**src/rtl/ibex_wb_pkg.sv**
```systemverilog
// Shared types for the writeback stage: the buffered result entry and the
// forwarding lookup used for both decode operands.
package ibex_wb_pkg;

    localparam int unsigned WbFifoDepth = 2;
    localparam int unsigned WbDataWidth = 32;

    typedef struct packed {
        logic                   valid;
        logic [4:0]             waddr;
        logic [WbDataWidth-1:0] wdata;
    } wb_entry_t;

    function automatic logic wb_rd_match(wb_entry_t e, logic [4:0] raddr);
        return e.valid && (e.waddr == raddr) && (raddr != 5'd0);
    endfunction

    // Newest match wins; result is {valid, data}, all-zero when nothing matches.
    function automatic logic [WbDataWidth:0] wb_forward(wb_entry_t tail, wb_entry_t head,
                                                        wb_entry_t outr, logic [4:0] raddr);
        logic [WbDataWidth:0] res;
        res = '0;
        if (wb_rd_match(tail, raddr)) begin
            res = {1'b1, tail.wdata};
        end else if (wb_rd_match(head, raddr)) begin
            res = {1'b1, head.wdata};
        end else if (wb_rd_match(outr, raddr)) begin
            res = {1'b1, outr.wdata};
        end
        return res;
    endfunction

endpackage

```
**src/rtl/ibex_wb_fifo.sv**
```systemverilog
// Two-entry in-order FIFO of execute results; entry contents are exposed so
// the writeback stage can forward from them.
module ibex_wb_fifo
    import ibex_wb_pkg::*;
(
    input  logic      clk_int,
    input  logic      rst_ni,
    input  logic      push_i,
    input  wb_entry_t push_entry_i,
    input  logic      pop_i,
    output wb_entry_t head_o,
    output wb_entry_t tail_o,
    output logic      full_o,
    output logic      empty_o
);

    wb_entry_t mem_q [WbFifoDepth];
    wb_entry_t mem_d [WbFifoDepth];
    logic      wr_ptr_q, wr_ptr_d;
    logic      rd_ptr_q, rd_ptr_d;
    logic      tail_idx;

    // Pop clears the slot before push refills it, so push+pop at full is safe.
    always_comb begin
        mem_d    = mem_q;
        wr_ptr_d = wr_ptr_q;
        rd_ptr_d = rd_ptr_q;
        if (pop_i) begin
            mem_d[rd_ptr_q].valid = 1'b0;
            rd_ptr_d              = ~rd_ptr_q;
        end
        if (push_i) begin
            mem_d[wr_ptr_q]       = push_entry_i;
            mem_d[wr_ptr_q].valid = 1'b1;
            wr_ptr_d              = ~wr_ptr_q;
        end
    end

    always_ff @(posedge clk_int or negedge rst_ni) begin
        if (!rst_ni) begin
            mem_q[0] <= '0;
            mem_q[1] <= '0;
            wr_ptr_q <= 1'b0;
            rd_ptr_q <= 1'b0;
        end else begin
            mem_q    <= mem_d;
            wr_ptr_q <= wr_ptr_d;
            rd_ptr_q <= rd_ptr_d;
        end
    end

    assign tail_idx = ~wr_ptr_q;
    assign head_o   = mem_q[rd_ptr_q];
    assign tail_o   = mem_q[tail_idx];
    assign full_o   = mem_q[0].valid && mem_q[1].valid;
    assign empty_o  = !mem_q[rd_ptr_q].valid;

endmodule

```
**src/rtl/ibex_rf_wb_stage.sv**
```systemverilog
// Writeback stage: merges buffered execute results and late load responses
// onto the registered RF write port, with forwarding and load-use stall.
module ibex_rf_wb_stage
    import ibex_wb_pkg::*;
#(
    parameter int unsigned DataWidth = WbDataWidth,
    parameter bit          RV32E     = 1'b0
) (
    input  logic                 clk_int,
    input  logic                 rst_ni,
    input  logic                 ex_valid_i,
    input  logic [4:0]           ex_waddr_i,
    input  logic [DataWidth-1:0] ex_wdata_i,
    output logic                 ex_ready_o,
    input  logic                 lsu_req_i,
    input  logic [4:0]           lsu_waddr_i,
    output logic                 lsu_req_ready_o,
    input  logic                 lsu_rvalid_i,
    input  logic [DataWidth-1:0] lsu_rdata_i,
    input  logic                 lsu_err_i,
    input  logic [4:0]           raddr_a_i,
    input  logic [4:0]           raddr_b_i,
    output logic                 fwd_a_valid_o,
    output logic [DataWidth-1:0] fwd_a_data_o,
    output logic                 fwd_b_valid_o,
    output logic [DataWidth-1:0] fwd_b_data_o,
    output logic                 stall_o,
    output logic                 rf_we_o,
    output logic [4:0]           rf_waddr_o,
    output logic [DataWidth-1:0] rf_wdata_o,
    output logic                 err_o
);

    wb_entry_t            fifo_head, fifo_tail, ex_entry;
    wb_entry_t            out_q, out_d;
    logic                 fifo_push, fifo_pop, fifo_full, fifo_empty;
    logic                 load_pending_q, load_pending_d;
    logic [4:0]           load_rd_q, load_rd_d;
    logic                 err_q, err_d;
    logic                 lsu_wr, lsu_accept, ex_accept, ex_illegal, ex_keep;
    logic [WbDataWidth:0] fwd_a, fwd_b;

    assign lsu_wr     = lsu_rvalid_i && load_pending_q && !lsu_err_i && (load_rd_q != 5'd0);
    assign fifo_pop   = !fifo_empty && !lsu_wr;
    assign ex_ready_o = !(fifo_full && !fifo_pop) && !(load_pending_q && (ex_waddr_i == load_rd_q));
    assign ex_accept  = ex_valid_i && ex_ready_o;
    assign ex_illegal = RV32E && ex_waddr_i[4];
    assign ex_keep    = ex_accept && !ex_illegal && (ex_waddr_i != 5'd0);
    // An empty FIFO with a free write port lets the result go straight to the output register.
    assign fifo_push  = ex_keep && !(fifo_empty && !lsu_wr);
    assign ex_entry   = '{valid: 1'b1, waddr: ex_waddr_i, wdata: ex_wdata_i};

    ibex_wb_fifo u_fifo (
        .clk_int      (clk_int),
        .rst_ni       (rst_ni),
        .push_i       (fifo_push),
        .push_entry_i (ex_entry),
        .pop_i        (fifo_pop),
        .head_o       (fifo_head),
        .tail_o       (fifo_tail),
        .full_o       (fifo_full),
        .empty_o      (fifo_empty)
    );

    always_comb begin
        out_d       = out_q;
        out_d.valid = 1'b0;
        if (lsu_wr) begin
            out_d = '{valid: 1'b1, waddr: load_rd_q, wdata: lsu_rdata_i};
        end else if (fifo_pop) begin
            out_d = fifo_head;
        end else if (ex_keep) begin
            out_d = ex_entry;
        end
    end

    // Same-rd hazards are blocked here so load and execute writes never reorder.
    assign lsu_req_ready_o = !load_pending_q
                          && !wb_rd_match(fifo_head, lsu_waddr_i)
                          && !wb_rd_match(fifo_tail, lsu_waddr_i)
                          && !wb_rd_match(out_q, lsu_waddr_i);
    assign lsu_accept      = lsu_req_i && lsu_req_ready_o;

    always_comb begin
        load_pending_d = load_pending_q;
        load_rd_d      = load_rd_q;
        if (lsu_accept) begin
            load_pending_d = 1'b1;
            load_rd_d      = lsu_waddr_i;
        end else if (lsu_rvalid_i) begin
            load_pending_d = 1'b0;
        end
    end

    assign err_d = (ex_accept && ex_illegal) || (lsu_rvalid_i && !load_pending_q);

    always_ff @(posedge clk_int or negedge rst_ni) begin
        if (!rst_ni) begin
            out_q          <= '0;
            load_pending_q <= 1'b0;
            load_rd_q      <= 5'd0;
            err_q          <= 1'b0;
        end else begin
            out_q          <= out_d;
            load_pending_q <= load_pending_d;
            load_rd_q      <= load_rd_d;
            err_q          <= err_d;
        end
    end

    assign fwd_a         = wb_forward(fifo_tail, fifo_head, out_q, raddr_a_i);
    assign fwd_b         = wb_forward(fifo_tail, fifo_head, out_q, raddr_b_i);
    assign fwd_a_valid_o = fwd_a[WbDataWidth];
    assign fwd_a_data_o  = fwd_a[WbDataWidth-1:0];
    assign fwd_b_valid_o = fwd_b[WbDataWidth];
    assign fwd_b_data_o  = fwd_b[WbDataWidth-1:0];

    assign stall_o = load_pending_q && (((raddr_a_i == load_rd_q) && (raddr_a_i != 5'd0))
                                     || ((raddr_b_i == load_rd_q) && (raddr_b_i != 5'd0)));

    assign rf_we_o    = out_q.valid;
    assign rf_waddr_o = out_q.waddr;
    assign rf_wdata_o = out_q.wdata;
    assign err_o      = err_q;

endmodule

```
**config.mk**
```make
export PLATFORM = sky130hd
export DESIGN_NAME = ibex_rf_wb_stage
export DESIGN_NICKNAME = d
export VERILOG_FILES = /design/src/rtl/ibex_wb_pkg.sv /design/src/rtl/ibex_wb_fifo.sv /design/src/rtl/ibex_rf_wb_stage.sv
export SDC_FILE = /design/constraint.sdc
export NUM_CORES = 1
export LEC_CHECK = 0
export CAP_MARGIN = 20
export CORE_ASPECT_RATIO = 2
export CORE_MARGIN = 1.5
export CORE_UTILIZATION = 56
export CTS_CLUSTER_DIAMETER = 100
export DETAILED_ROUTE_END_ITERATION = 8
export GPL_ROUTABILITY_DRIVEN = 0
export PLACE_DENSITY = 0.87
export REMOVE_ABC_BUFFERS = 1
export SLEW_MARGIN = 10
export SYNTH_ARGS = -nofsm -noshare
export SYNTH_HDL_FRONTEND = slang
export SYNTH_HIERARCHICAL = 1
export SYNTH_SLANG_ARGS = --single-unit
```
**constraint.sdc**
```tcl
create_clock -name clk_int -period 8.7 [get_ports clk_int]
set_input_delay 0.87 -clock clk_int [delete_from_list [all_inputs] [get_ports clk_int]]
set_output_delay 0.87 -clock clk_int [all_outputs]
set_load 0.02 [all_outputs]
```
==> flow_summary.ini <==
[status]
status = finished clean

[clocking]
cts_buffers = 17
cts_sinks = 123
cts_resized = 0
cts_buffer_depth = 2
insertion_delay_ns = 0.41
cts_tree = yes
root_buffer = clkbuf_16
clkSlewWorstSetupHoldPaths_ns = 0.06
hold_buffers = 0
htree_levels = 4
post-cts-setup-buffers = 0

[critical_path]
worst-path-max-fanout = 65
critPathKind = flop to output pin
cp.required_ns = 7.83
path_buf_inv = 3
worstPathCellList = buf_4, mux2_2, xnor2_1, nand4_1, or4_2, buf_4, a31oi_1, clkdlybuf4s50_1
crit_path_max_incr_delay_ns = 0.65
rrSetupSlack_ns = 5.05
crit_arrival_ns = 3.90
crit_family = buffers and inverters
cp_common_cell = buf_4
end_kind = output pin
slowest_stage = clkdlybuf4s50_1
start_kind = flop

[final_layout]
drive_above_1_share_pct = 19.6
finalNetCount = 1200
area_delta_synth_final_pct = 27.8

[sta]
worst_slew_pin_slew_ns = 1.13
period_needed_ns = 4.77
hold_ws_ns = 0.374
hold_viol_final = 0
rsz0062_at_grt = false
drv_slew = 0
fmax_mhz = 210
slew_headroom_pct = 24.3
clock_skew_ns = 0.0101
setup_viol = 0
period_share_pct = 54.9
setup_tns_ns = 0

[detailed_routing]
top_layer = met4
drt_iter0_drc = 685
drt-met1-wl_um = 10000
met2_length_um = 15000
drt-wirelength-per-cell_um = 22.4
met3_length_um = 2000
drtAntennaViolNets = 0
vias_per_cell = 6.56
vias = 8666
wirelength_um = 29600
drcViolationCount = 0
drtPass1Iterations = 7

[synthesis]
synthesis.area_um2 = 8860
synthCells = 970
syn_avg_cell_area_um2 = 9.13
ys_warn_count = 6

[floorplanning]
die_area_um2 = 16600
core_um2 = 15400
start_util_pct = 57.6
rows = 64
die_h_um = 181
dieWidth_um = 91.9
pin_count = 198

[pwr]
p_per_area_nw_per_um2 = 397
power_leakage_nw = 4.37
peakVddDrop_mv = 0.265

[grt]
grt_antenna_before_repair = 1
grt_usage_pct = 35.7
grt_pass1_wl_um = 46200
grt_max_degree = 66
grt_pass1_vias = 8683
overflow = 0

[placed_design]
hpwl_um = 19400
port_buffers = 197

[flow_run]
maxCapViolations = 0

[min_path]
hp-class = input port to async pin
through the flow:
stage	cell area [um^2]	utilization (%)	setup WS [ns]	total power, mW	instances
final	11300	73.6	3.93	4.49	1322
after global routing	11300	73.6	3.70	4.70	1322
after CTS	11300	73.6	3.95	4.45	1321
after detailed placement	10700	69.6	3.99	3.67	1289
after global placement	10700	69.6	4.08	3.61	1289
after floorplan	8310	-	3.73	2.76	877
worst register-to-register path, stage by stage (launching register included):
cell,delay [ns]
dfrtp_1,0.52
or4_4,0.61
o21ai_4,0.88
nand2_2,0.26
inv_1,0.13
a2111oi_2,0.10
nand2b_4,0.60
mux2_2,0.43
state kept, by name, summed over array words and instances (netlist names):
register	cells
u_fifo/rd_ptr_q	1
load_pending_q	1
err_o	1
rf_waddr_o	5
u_fifo/mem_q	76
rf_we_o	1
load_rd_q	5
u_fifo/wr_ptr_q	1
rf_wdata_o	32
per-layer routing:
layer  vias to the layer above  track usage [%]
li1                       3740                -
met1                      4175             38.9
met2                       549             59.5
met3                       202             5.81
met4                         0             30.2
met5                         -                0
final timing paths:
| path | start | end | depth (start not counted) |
|---|---|---|---|
| setup / recovery | u_fifo/wr_ptr_q | fwd_b_data_o[3] | 8 |
| hold / removal | rst_ni | rf_wdata_o[10] | 1 |
| setup reg to reg | load_rd_q[1] | u_fifo/mem_q[45] | 7 |
| hold reg to reg | u_fifo/mem_q[24] | u_fifo/mem_q[24] | 1 |
| max in group asynchronous | rst_ni | u_fifo/rd_ptr_q | 3 |
| min in group clk_int | u_fifo/mem_q[24] | u_fifo/mem_q[24] | 1 |
layout make-up:
cell class              count  area, um^2
diodes                      1        2.50
multi-input cells         747        5250
well taps                 198         248
repair buffers            214        2100
clock inverters             9         135
inverters                   7        26.3
clock buffers              23         488
flip-flops and latches    123        3080
fillers                  1107        4050
power breakdown:
| group | switching (mW) | internal [mW] | total [mW] |
|---|---|---|---|
| combinational | 1.36 | 1.21 | 2.56 |
| sequential | 0.306 | 0.876 | 1.18 |
| clock | 0.263 | 0.482 | 0.746 |
layout by cell type (no fill, tap or decap), types with 3 or more instances in the layout:
master	instances
clkdlybuf4s50_1	196
mux2_2	128
dfrtp_1	121
nand2_1	78
a21oi_1	69
nand3_1	66
nor2_1	65
o21ai_0	60
nor2b_1	43
xnor2_1	42
a211oi_1	34
a31oi_1	33
xor2_1	20
mux2_4	19
buf_4	18
clkbuf_16	17
o21ai_1	12
nand4_1	8
inv_1	7
nor4_1	6
and2_1	5
a22o_1	4
nor3_1	4
a211o_1	4
clkbuf_8	4
or4_4	3
nor2_4	3
or3_1	3
and3_1	3
bufinv_16	3
clkinvlp_4	3
(Power assumes the default switching activity.)
